$ cat config.mk
export PLATFORM = sky130hd
export DESIGN_NAME = instr_fetch_unit
export DESIGN_NICKNAME = d
export VERILOG_FILES = /design/src/rtl/rv_defs_pkg.sv /design/src/rtl/fetch_pc_counter.sv /design/src/rtl/instr_fetch_unit.sv
export SDC_FILE = /design/constraint.sdc
export NUM_CORES = 1
export LEC_CHECK = 0
export CAP_MARGIN = 20
export CORE_MARGIN = 4
export CORE_UTILIZATION = 37
export CTS_CLUSTER_DIAMETER = 80
export DETAILED_ROUTE_END_ITERATION = 16
export PLACE_DENSITY = 0.72
export SLEW_MARGIN = 10
export SYNTH_ARGS = -nofsm -noshare
export SYNTH_HDL_FRONTEND = slang
export SYNTH_SLANG_ARGS = --single-unit
$ cat constraint.sdc
create_clock -name clk -period 3.4 [get_ports clk]
set_input_delay 1.02 -clock clk [delete_from_list [all_inputs] [get_ports clk]]
set_output_delay 1.02 -clock clk [all_outputs]
set_load 0.02 [all_outputs]
$ cat src/rtl/rv_defs_pkg.sv
// Shared fetch definitions: default address width, RISC-V opcodes of interest and fetch FSM encoding.
package rv_defs_pkg;

  localparam int DEF_ADDR_W = 32;

  localparam logic [31:0] RV_EBREAK = 32'h0010_0073;
  localparam logic [31:0] RV_NOP    = 32'h0000_0013;

  typedef enum logic [1:0] {
    ST_BOOT  = 2'd0,
    ST_RUN   = 2'd1,
    ST_HALT  = 2'd2,
    ST_FAULT = 2'd3
  } fetch_state_t;

endpackage

$ cat src/rtl/fetch_pc_counter.sv
// PC register with hold / +4 / redirect next-pc mux and redirect alignment check; pc updates one edge after the request.
// Optional MISALIGN_TRAP_EN keeps the raw target and flags it; otherwise the target is forced word aligned.
module fetch_pc_counter #(
  parameter int                ADDR_W   = 32,
  parameter logic [ADDR_W-1:0] RESET_PC = '0
) (
  input  logic              clk,
  input  logic              rst,
  input  logic              i_advance,
  input  logic              i_redirect,
  input  logic [ADDR_W-1:0] i_redirect_pc,
  output logic [ADDR_W-1:0] o_pc,
  output logic              o_misaligned
);

  logic [ADDR_W-1:0] r_pc;
  logic [ADDR_W-1:0] w_target;

`ifdef MISALIGN_TRAP_EN
  assign w_target     = i_redirect_pc;
  assign o_misaligned = |i_redirect_pc[1:0];
`else
  assign w_target     = i_redirect_pc & ~ADDR_W'(3);
  assign o_misaligned = 1'b0;
`endif

  always_ff @(posedge clk) begin
    if (rst) begin
      r_pc <= RESET_PC;
    end else if (i_redirect) begin
      r_pc <= w_target;
    end else if (i_advance) begin
      r_pc <= r_pc + ADDR_W'(4);
    end
  end

  assign o_pc = r_pc;

endmodule

$ cat src/rtl/instr_fetch_unit.sv
// IF stage: drives imem_addr=pc, registers {pc, instr} into a valid/ready slot 1 cycle later; halts on EBREAK.
// Backpressure: slot full and !out_ready holds pc and slot. MISALIGN_TRAP_EN enables the misaligned-redirect FAULT state.
module instr_fetch_unit
  import rv_defs_pkg::*;
#(
  parameter int                ADDR_W   = DEF_ADDR_W,
  parameter logic [ADDR_W-1:0] RESET_PC = '0,
  parameter int                CNT_W    = 32
) (
  input  logic              clk,
  input  logic              rst,
  output logic [ADDR_W-1:0] imem_addr,
  input  logic [31:0]       imem_instr,
  input  logic              redirect_valid,
  input  logic [ADDR_W-1:0] redirect_pc,
  output logic              out_valid,
  input  logic              out_ready,
  output logic [31:0]       out_instr,
  output logic [ADDR_W-1:0] out_pc,
  output logic              halted,
  output logic              fetch_fault,
  output logic [CNT_W-1:0]  fetch_count
);

  fetch_state_t      r_state;
  logic              r_out_valid;
  logic [31:0]       r_out_instr;
  logic [ADDR_W-1:0] r_out_pc;
  logic [CNT_W-1:0]  r_count;
  logic              r_halted;
  logic              r_fault;

  logic [ADDR_W-1:0] w_pc;
  logic              w_misaligned;
  logic              w_slot_free;
  logic              w_redirect;
  logic              w_load;

  assign w_slot_free = !r_out_valid || out_ready;
  assign w_redirect  = redirect_valid && (r_state == ST_RUN || r_state == ST_HALT);
  // Any redirect in RUN suppresses the load, so a flushed slot is never refilled from the stale pc.
  assign w_load      = (r_state == ST_RUN) && !redirect_valid && w_slot_free;

  fetch_pc_counter #(
    .ADDR_W   (ADDR_W),
    .RESET_PC (RESET_PC)
  ) u_pc (
    .clk           (clk),
    .rst           (rst),
    .i_advance     (w_load),
    .i_redirect    (w_redirect),
    .i_redirect_pc (redirect_pc),
    .o_pc          (w_pc),
    .o_misaligned  (w_misaligned)
  );

  always_ff @(posedge clk) begin
    if (rst) begin
      r_state     <= ST_BOOT;
      r_out_valid <= 1'b0;
      r_out_instr <= '0;
      r_out_pc    <= '0;
      r_count     <= '0;
      r_halted    <= 1'b0;
      r_fault     <= 1'b0;
    end else begin
      if (w_load) begin
        r_out_instr <= imem_instr;
        r_out_pc    <= w_pc;
        r_out_valid <= 1'b1;
        r_count     <= r_count + CNT_W'(1);
      end
      case (r_state)
        ST_BOOT: r_state <= ST_RUN;
        ST_RUN, ST_HALT: begin
          if (w_redirect) begin
            r_out_valid <= 1'b0;
            r_halted    <= 1'b0;
            if (w_misaligned) begin
              r_state <= ST_FAULT;
              r_fault <= 1'b1;
            end else begin
              r_state <= ST_RUN;
            end
          end else if (w_load && imem_instr == RV_EBREAK) begin
            r_state  <= ST_HALT;
            r_halted <= 1'b1;
          end else if (r_state == ST_HALT && out_ready) begin
            r_out_valid <= 1'b0;
          end
        end
        ST_FAULT: r_out_valid <= 1'b0;
        default:  r_state <= ST_BOOT;
      endcase
    end
  end

  assign imem_addr   = w_pc;
  assign out_valid   = r_out_valid;
  assign out_instr   = r_out_instr;
  assign out_pc      = r_out_pc;
  assign halted      = r_halted;
  assign fetch_fault = r_fault;
  assign fetch_count = r_count;

endmodule
# [After elaboration in Yosys (flattened, before gate mapping)]
# Index checks and enable logic that the tools add are counted.
[classes] n_addsub=2 eq_ne=5 muxes=12 reduce_logical=17
[op_table] cell="$mux 32" count=2
[op_table] cell="$add 32x1->32 const B" count=1
[op_table] cell="$add 32x3->32 const B" count=1
[op_table] cell="$eq 32x21->1 const B" count=1
[op_table] cell="$mux 1" count=6
[op_table] cell="$reduce_bool 2->1" count=3
[op_table] cell="$logic_and 1x1->1" count=5
[op_table] cell="$eq 2x2->1 const B" count=2
[op_table] cell="$mux 2" count=2
[op_table] cell="$pmux 2 s2" count=1
[op_table] cell="$reduce_and 2->1" count=2
[op_table] cell="$reduce_or 2->1" count=2
[op_table] cell="$ne 3x2->1 const B" count=1
[op_table] cell="$eq 2x1->1 const B" count=1
[op_table] cell="$logic_not 1->1" count=2
[op_table] cell="$logic_not 2->1" count=1
[op_table] cell="$logic_or 1x1->1" count=2
[op_table] cell="$pmux 1 s2" count=1
[totals] ff_bits=132 input_bits=68 output_inout_bits=131 elab_cells=44

# [Logic depth before layout (Yosys ltp)]
# Gate-level depths: netlist of the first run.
[depth] ltp_word=8 mapped_depth=8 ltp_nobuf=7

# [Modules after synthesis]
# Synthesis of the first run repeated with hierarchy kept, for this count alone.
[unflattened] hier_cells=738 hier_area_um2=5941.9
[modules_own_cells] module="instr_fetch_unit" n_inst=1 cells_per_inst=486 area_per_inst_um2=4005.1 seq_area_each_um2=2021.9
[modules_own_cells] module="fetch_pc_counter" n_inst=1 cells_per_inst=252 area_per_inst_um2=1936.9 seq_area_each_um2=600.6

# [Worst setup path after synthesis of the first run]
# No wires, ideal clock.
[synth_path] kind="input to register" startpoint="input redirect_valid" endpoint="register u_pc.r_pc[29], in the netlist u_pc.o_pc[29]" arrival_ps=2279 required_ps=3314 setup_slack_ps=1036 stages=6 path_cell_list="nand2b_1 nor2_1 clkbuf_1 nand4_1 xor2_1 a211oi_1"
[synth_via] elab_chain_len=4 elab_cells_between_ends=6 cone_classes="mux: 1; reduce/logical: 5"
[synth_lines] element="from (decl)" line="instr_fetch_unit.sv:14" source="input logic redirect_valid,"
[synth_lines] element="$logic_not 1->1" line="instr_fetch_unit.sv:42" source="assign w_load = (r_state == ST_RUN) && !redirect_valid && w_slot_free;"
[synth_lines] element="$logic_and 1x1->1 (2 in a row)" line="instr_fetch_unit.sv:42"
[synth_lines] element="$reduce_bool 2->1 (no source line)"
[synth_lines] element="to (signal assigned)" line="fetch_pc_counter.sv:31" source="r_pc <= w_target;"
[synth_lines] element="to (signal assigned)" line="fetch_pc_counter.sv:33" source="r_pc <= r_pc + ADDR_W'(4);"
[synth_lines] element="to (decl)" line="fetch_pc_counter.sv:16" source="logic [ADDR_W-1:0] r_pc;"
# Several ways; a longest one is shown, not always the timed one.
# A chain may end at the register's enable or synchronous reset.

# [Worst setup path in the final report of the first run]
[layout_path] startpoint="input redirect_valid" endpoint="register r_state[0]"
[layout_via] elab_chain_len=6 elab_cells_between_ends=9 cone_classes="eq/ne: 1; mux: 2; reduce/logical: 6"
[layout_lines] element="$logic_not 1->1" line="instr_fetch_unit.sv:42"
[layout_lines] element="$logic_and 1x1->1 (2 in a row)" line="instr_fetch_unit.sv:42"
[layout_lines] element="$logic_and 1x1->1" line="instr_fetch_unit.sv:85" source="end else if (w_load && imem_instr == RV_EBREAK) begin"
[layout_lines] element="$ne 3x2->1 (no source line)"
[layout_lines] element="$reduce_and 2->1 (no source line)"
[layout_lines] element="to (signal assigned)" line="instr_fetch_unit.sv:83" source="r_state <= ST_RUN;"
[layout_lines] element="to (signal assigned)" line="instr_fetch_unit.sv:86" source="r_state <= ST_HALT;"
[layout_lines] element="to (signal assigned)" line="instr_fetch_unit.sv:93" source="default: r_state <= ST_BOOT;"
[layout_lines] element="to (decl)" line="instr_fetch_unit.sv:25" source="fetch_state_t r_state;"
# Several ways; a longest one is shown, not always the timed one.

==> results of run 1 <==
## per-layer routing
metal	global-route usage	wire length, um	vias up
met5	0	0	-
met4	0.06359	173	0
met3	0.08601	1726	15
met2	0.3304	8213	217
met1	0.2376	7607	2713
li1	-	-	2906
## worst paths after layout
kind | start | endpoint | slack, ns
max | redirect_valid | r_state[0] | 0.74
min | out_pc[4] | out_pc[4] | 0.45
max reg2reg | u_pc.o_pc[2] | u_pc.o_pc[30] | 1.16
min reg2reg | out_pc[4] | out_pc[4] | 0.45
## cells in the final DEF, fill, tap and decap left out, types with 5 or more instances in the layout
master,n
buf_4,24
nor2_1,69
conb_1,5
nor3_1,19
dfxtp_1,128
nand2_1,165
xor2_1,22
clkdlybuf4s50_1,190
ha_1,6
a21oi_1,72
xnor2_1,20
inv_1,6
nor4_1,20
nand3_1,30
a211oi_1,13
o21ai_0,17
nand4_1,26
clkbuf_16,17
a31oi_1,10
or3_1,5
## state kept, by name, summed over array words and instances, names as in the netlist
register,count
fetch_count,32
halted,1
out_instr,32
out_pc,30
out_valid,1
r_state,2
u_pc.o_pc,30
## stage by stage
step                total power, uW  hold slack [ns]
finish                         4023           0.4510
CTS                            4057           0.4537
global placement               2085           0.4407
detailed placement             2087           0.4472
floorplan                      1840           0.5039
global route                   4168           0.4699
## logic make-up after synthesis
| family | share of synthesized area |
|---|---|
| other cells | 0.0006638 |
| fa+ha+maj | 0.01329 |
| buf+inv | 0.03699 |
| compound gates | 0.1349 |
| xor+xnor | 0.06512 |
| simple gates | 0.2955 |
| flops | 0.4536 |
## power breakdown
group	switching [uW]	internal, uW	leakage, uW
logic	232	214	0.00151
clock network	701	1270	0.000309
registers	58.4	1550	0.00104
## worst reg2reg max path, cell delays in order (launching register included)
cell and delay, ns:
dfxtp_1 0.44, ha_1 0.27, nand3_1 0.22, nor4_2 0.59
nand4_1 0.21, xor2_1 0.19, a211oi_1 0.23
## final cells by class
cell class | count | area, sq um
fill | 1358 | 6276
tap | 184 | 230.2
clock buffer | 19 | 452.9
timing repair buffer | 216 | 2122
sequential | 128 | 2562
multi-input combinational | 548 | 2903
inverter | 6 | 22.52
clock inverter | 13 | 185.2
==> reports/summary.txt, run 1 <==
Setup TNS Final = 0 ns
Root Buffer = clkbuf_16
setup slack after placement = 0.2700 ns
RePlAce Congestion = 0.8627
unrepaired setup endpoints after global routing = no
wire per inst = 15.91 um
total die area = 17,310 sq um
area added between synthesis and finish = 50.08%
first-pass GRT wire length = 28,220 um
top cells by area, synth = dfxtp_1 45%, nand2_1 11%, a21oi_1 6.4%
Hold Vio Cnt, Final = 0
Synth cell types = 45
count of flip-flops with a built-in enable after synthesis = 0
die width = 131.6 um
startpoint type of the worst setup path = primary input
maximum capacitance violations = 0
clk_skew = 0.008016 ns
global route overflow = 0
length of the first detailed-routing pass in iterations = 5
Layout Nets = 991
filler-free cell count of the finished design = 1,114
hold path cells = 2
cell occurring most often along the worst timing path = buf_4
min Tclk post-route = 2.657 ns
post-detailed-route via-to-cell ratio = 5.252
most frequent cells after synthesis = 166 x nand2_1, 128 x dfxtp_1, 72 x a21oi_1
ratio of final minimum period to clock period = 0.7816
max incr delay on CP = 0.50 ns
H-tree level count = 4
highest attainable clock frequency = 376.3 MHz
DR DRC count = 0
number of diodes = 0
cell area reported after detailed placement = 7840 sq um
Core Util, Final = 0.5746
Crit path required time = 3.68 ns
clock buffer depth = 2
total of endpoints with negative setup slack in the final report = 0
category of the worst setup path capture point = register
placed cell count = 1,082
Lkg Pwr = 0.002857 uW
overall global routing resource usage = 0.2008
clock latency at the later pin of the worst-skew pair = 0.42 ns
total count of max-transition violations in the final report = 0
category of cells accounting for the largest share of critical-path delay = buffers and inverters
ratio of cells with drive above 1 in the final layout = 0.07204
min setup slack post-route = 0.7426 ns
pin count of the biggest net entering global routing = 50
number of top-level pins = 199
remaining max-slew budget at the tightest pin = 0.6190
post-synthesis area per instance = 7.824 sq um
prevailing post-synth register cell = dfxtp_1
Final HPWL DP = 12,630 um
initial antenna violation count = 0
Vert. Die Dim = 131.6 um
power density over cell area = 474.5 nW/um^2
crit path buf inv count = 3
critical path data arrival time = 2.94 ns
Setup CP Type = primary input to register
Final ANT Viol Nets = 0
IO Port Bufs = 191
worst supply voltage drop on vdd = 0.3385 mV
type of the tightest min-delay check = register to register
CTS tree = done
chain of cells forming the critical path = clkdlybuf4s50_1 -> nand2b_1 -> nor2_4 -> buf_4 -> nand3_1 -> nor3_1 -> buf_4 -> a211oi_1
via count of the first global-routing pass = 5,436
actual transition at the worst max-transition pin = 0.5667 ns
number of cells on the worst reg-to-reg path = 6
number of buffers inserted for hold repair after clock tree synthesis = 0
via count of the routed design = 5,851
Synth top area share = 0.4536
iteration-0 DRC count of the detailed router = 246
post-synthesis cell type with the largest combined area = dfxtp_1
number of cell rows = 44
number of clock sinks seen by CTS = 128
total of cells resized after clock tree synthesis = 0
clock-pin slew on the worst setup and hold paths = 0.06 ns
number of warning messages in the yosys log = 0
number of buffers added by the clock tree synthesis step = 17
Layout Cell Area excl Fill = 8478 sq um
critical-path cell with the highest stage delay = clkdlybuf4s50_1
largest fanout on the critical path = 16
run status = finished clean
effective utilization at floorplan = 0.3829
overall routed net length = 17,720 um
most frequent cell after synthesis = nand2_1
placeable core area = 14,750 sq um
Cells after Synth = 722
register bit total from synthesis = 128
Async SR Flop Fraction = 0
Setup Buffers After CTS = 0
cell count along the critical path = 8
area of the mapped netlist = 5649 sq um
part of the Yosys area used for sequential elements = 0.4536
Power figures use the tool's default switching activity.
==> run 2: changes to the inputs <==
Clock period 3.4 ns to 2.7 ns, I/O delays scaled along.
==> reports/summary.txt, run 2 (same netlist as run 1, synthesis figures left out) <==
Final HPWL DP = 12,720 um (was 12,630 um)
overall routed net length = 17,710 um (was 17,720 um)
Switch Pwr = 1211 uW (was 991.2 uW)
placeable core area = 14,750 sq um (unchanged)
clock-pin slew on the worst setup and hold paths = 0.05 ns (was 0.06 ns)
clock share of power = 0.479 (was 0.489)
global route overflow = 0 (unchanged)
min setup slack post-route = 0.2418 ns (was 0.7426 ns)
Lkg Pwr = 0.002902 uW (was 0.002857 uW)
iteration-0 DRC count of the detailed router = 460 (was 246)
critical-path cell with the highest stage delay = clkdlybuf4s50_1 (unchanged)
placed cell count = 1,090 (was 1,082)
Setup Buffers After CTS = 0 (unchanged)
number of cell rows = 44 (unchanged)
Final ANT Viol Nets = 0 (unchanged)
number of buffers added by the clock tree synthesis step = 17 (unchanged)
total count of max-transition violations in the final report = 0 (unchanged)
Crit path required time = 1.89 ns (was 3.68 ns)
worst supply voltage drop on vdd = 0.4236 mV (was 0.3385 mV)
critical path data arrival time = 1.65 ns (was 2.94 ns)
cell-internal power = 3784 uW (was 3032 uW)
DR DRC count = 0 (unchanged)
highest routing layer actually used = met4 (unchanged)
net switching share of the total power = 0.2425 (was 0.2464)
clk_skew = 0.006893 ns (was 0.008016 ns)
sequential fraction of design power = 0.405 (was 0.400)
actual transition at the worst max-transition pin = 0.6412 ns (was 0.5667 ns)
area added between synthesis and finish = 51.45% (was 50.08%)
initial antenna violation count = 0 (unchanged)
crit path buf inv count = 1 (was 3)
min Tclk post-route = 2.458 ns
power density over cell area = 583.9 nW/um^2 (was 474.5 nW/um^2)
Layout Nets = 999 (was 991)
met2 WL post-DR = 8258 um (was 8213 um)
IO Port Bufs = 191 (unchanged)
RePlAce Congestion = 0.8469 (was 0.8627)
CTS tree = done (unchanged)
via count of the first global-routing pass = 5,468 (was 5,436)
max incr delay on CP = 0.69 ns (was 0.50 ns)
most common cell after layout, fill and taps aside = clkdlybuf4s50_1 (unchanged)
Vert. Die Dim = 131.6 um (unchanged)
total of endpoints with negative setup slack in the final report = 0 (unchanged)
filler-free cell count of the finished design = 1,122 (was 1,114)
chain of cells forming the critical path = clkdlybuf4s50_1 (was clkdlybuf4s50_1 -> nand2b_1 -> nor2_4 -> buf_4 -> nand3_1 -> nor3_1 -> buf_4 -> a211oi_1)
remaining max-slew budget at the tightest pin = 0.5726 (was 0.6190)
number of buffers inserted for hold repair after clock tree synthesis = 0 (unchanged)
wire per inst = 15.79 um (was 15.91 um)
Setup CP Type = register to primary output (was primary input to register)
number of clock sinks seen by CTS = 128 (unchanged)
die width = 131.6 um (unchanged)
number of top-level pins = 199 (unchanged)
met3 routed WL = 1858 um (was 1726 um)
category of the worst setup path capture point = primary output (was register)
post-route met1 wirelength = 7430 um (was 7607 um)
post-detailed-route via-to-cell ratio = 5.209 (was 5.252)
ratio of final minimum period to clock period = 0.9104
clock buffer depth = 2 (unchanged)
run status = finished clean (unchanged)
Hold Vio Cnt, Final = 0 (unchanged)
total of cells resized after clock tree synthesis = 0 (unchanged)
H-tree level count = 4 (unchanged)
overall global routing resource usage = 0.2024 (was 0.2008)
pin count of the biggest net entering global routing = 57 (was 50)
Layout Cell Area excl Fill = 8556 sq um (was 8478 sq um)
category of cells accounting for the largest share of critical-path delay = buffers and inverters (unchanged)
unrepaired setup endpoints after global routing = no (unchanged)
cell area reported after detailed placement = 7938 sq um (was 7840 sq um)
ratio of cells with drive above 1 in the final layout = 0.07783 (was 0.07204)
largest fanout on the critical path = 8 (was 16)
first-pass GRT wire length = 28,680 um (was 28,220 um)
Root Buffer = clkbuf_16 (unchanged)
length of the first detailed-routing pass in iterations = 5 (unchanged)
Core Util, Final = 0.5799 (was 0.5746)
number of diodes = 0 (unchanged)
type of the tightest min-delay check = register to register (unchanged)
clock latency at the later pin of the worst-skew pair = 0.42 ns (about the same)
highest attainable clock frequency = 406.8 MHz
hold slack final = 0.4500 ns (was 0.4510 ns)
setup slack after placement = -0.06757 ns (was 0.2700 ns)
share of power burned in combinational logic = 0.116 (was 0.111)
total die area = 17,310 sq um (unchanged)
effective utilization at floorplan = 0.3829 (unchanged)
top library cells by usage in the layout, fill and taps aside = 190 x clkdlybuf4s50_1, 165 x nand2_1, 128 x dfxtp_1, 72 x a21oi_1, 69 x nor2_1 (unchanged)
startpoint type of the worst setup path = register (was primary input)
maximum capacitance violations = 0 (unchanged)
via count of the routed design = 5,845 (was 5,851)
run 2: worst paths after layout:
kind	from	end	slack, ns	cells after the start
max reg2reg	u_pc.o_pc[2]	u_pc.o_pc[30]	0.54	6
min reg2reg	out_instr[23]	out_instr[23]	0.45	2
max	u_pc.o_pc[10]	imem_addr[10]	0.24	1
min	out_instr[23]	out_instr[23]	0.45	2
run 2: layout make-up:
class                   count  area [sq um]
flip-flops and latches    128          2562
fillers                  1355          6198
inverters                   6         22.52
clock inverters             9         130.1
repair buffers            224          2220
well taps                 184         230.2
multi-input cells         548          2903
clock buffers              23         488.0
run 2: tightest hold or removal path, stage by stage (launching register included):
cell and delay (ns):
dfxtp_1 0.30, nand2_1 0.05, a21oi_1 0.05
run 2: stage by stage:
stage	TNS (ns)	total power (uW)
final	0	4996
after global routing	0	5182
after CTS	0	5045
after detailed placement	-0.1215	2644
after global placement	-0.03821	2641
after floorplan	0	2317
run 2: power by group through the flow:
stage                     registers [uW]  logic (uW)  clock network, uW
after global placement              2060         578                  0
final                               2030         579               2390
after CTS                           2020         584               2440
after floorplan                     2120         196                  0
after detailed placement            2060         580                  0
after global routing                2040         624               2520
run 2: per-layer routing:
| layer | GRT usage | vias up |
|---|---|---|
| li1 | - | 2916 |
| met1 | 0.2451 | 2695 |
| met2 | 0.3269 | 219 |
| met3 | 0.08907 | 15 |
| met4 | 0.05951 | 0 |
| met5 | 0 | - |
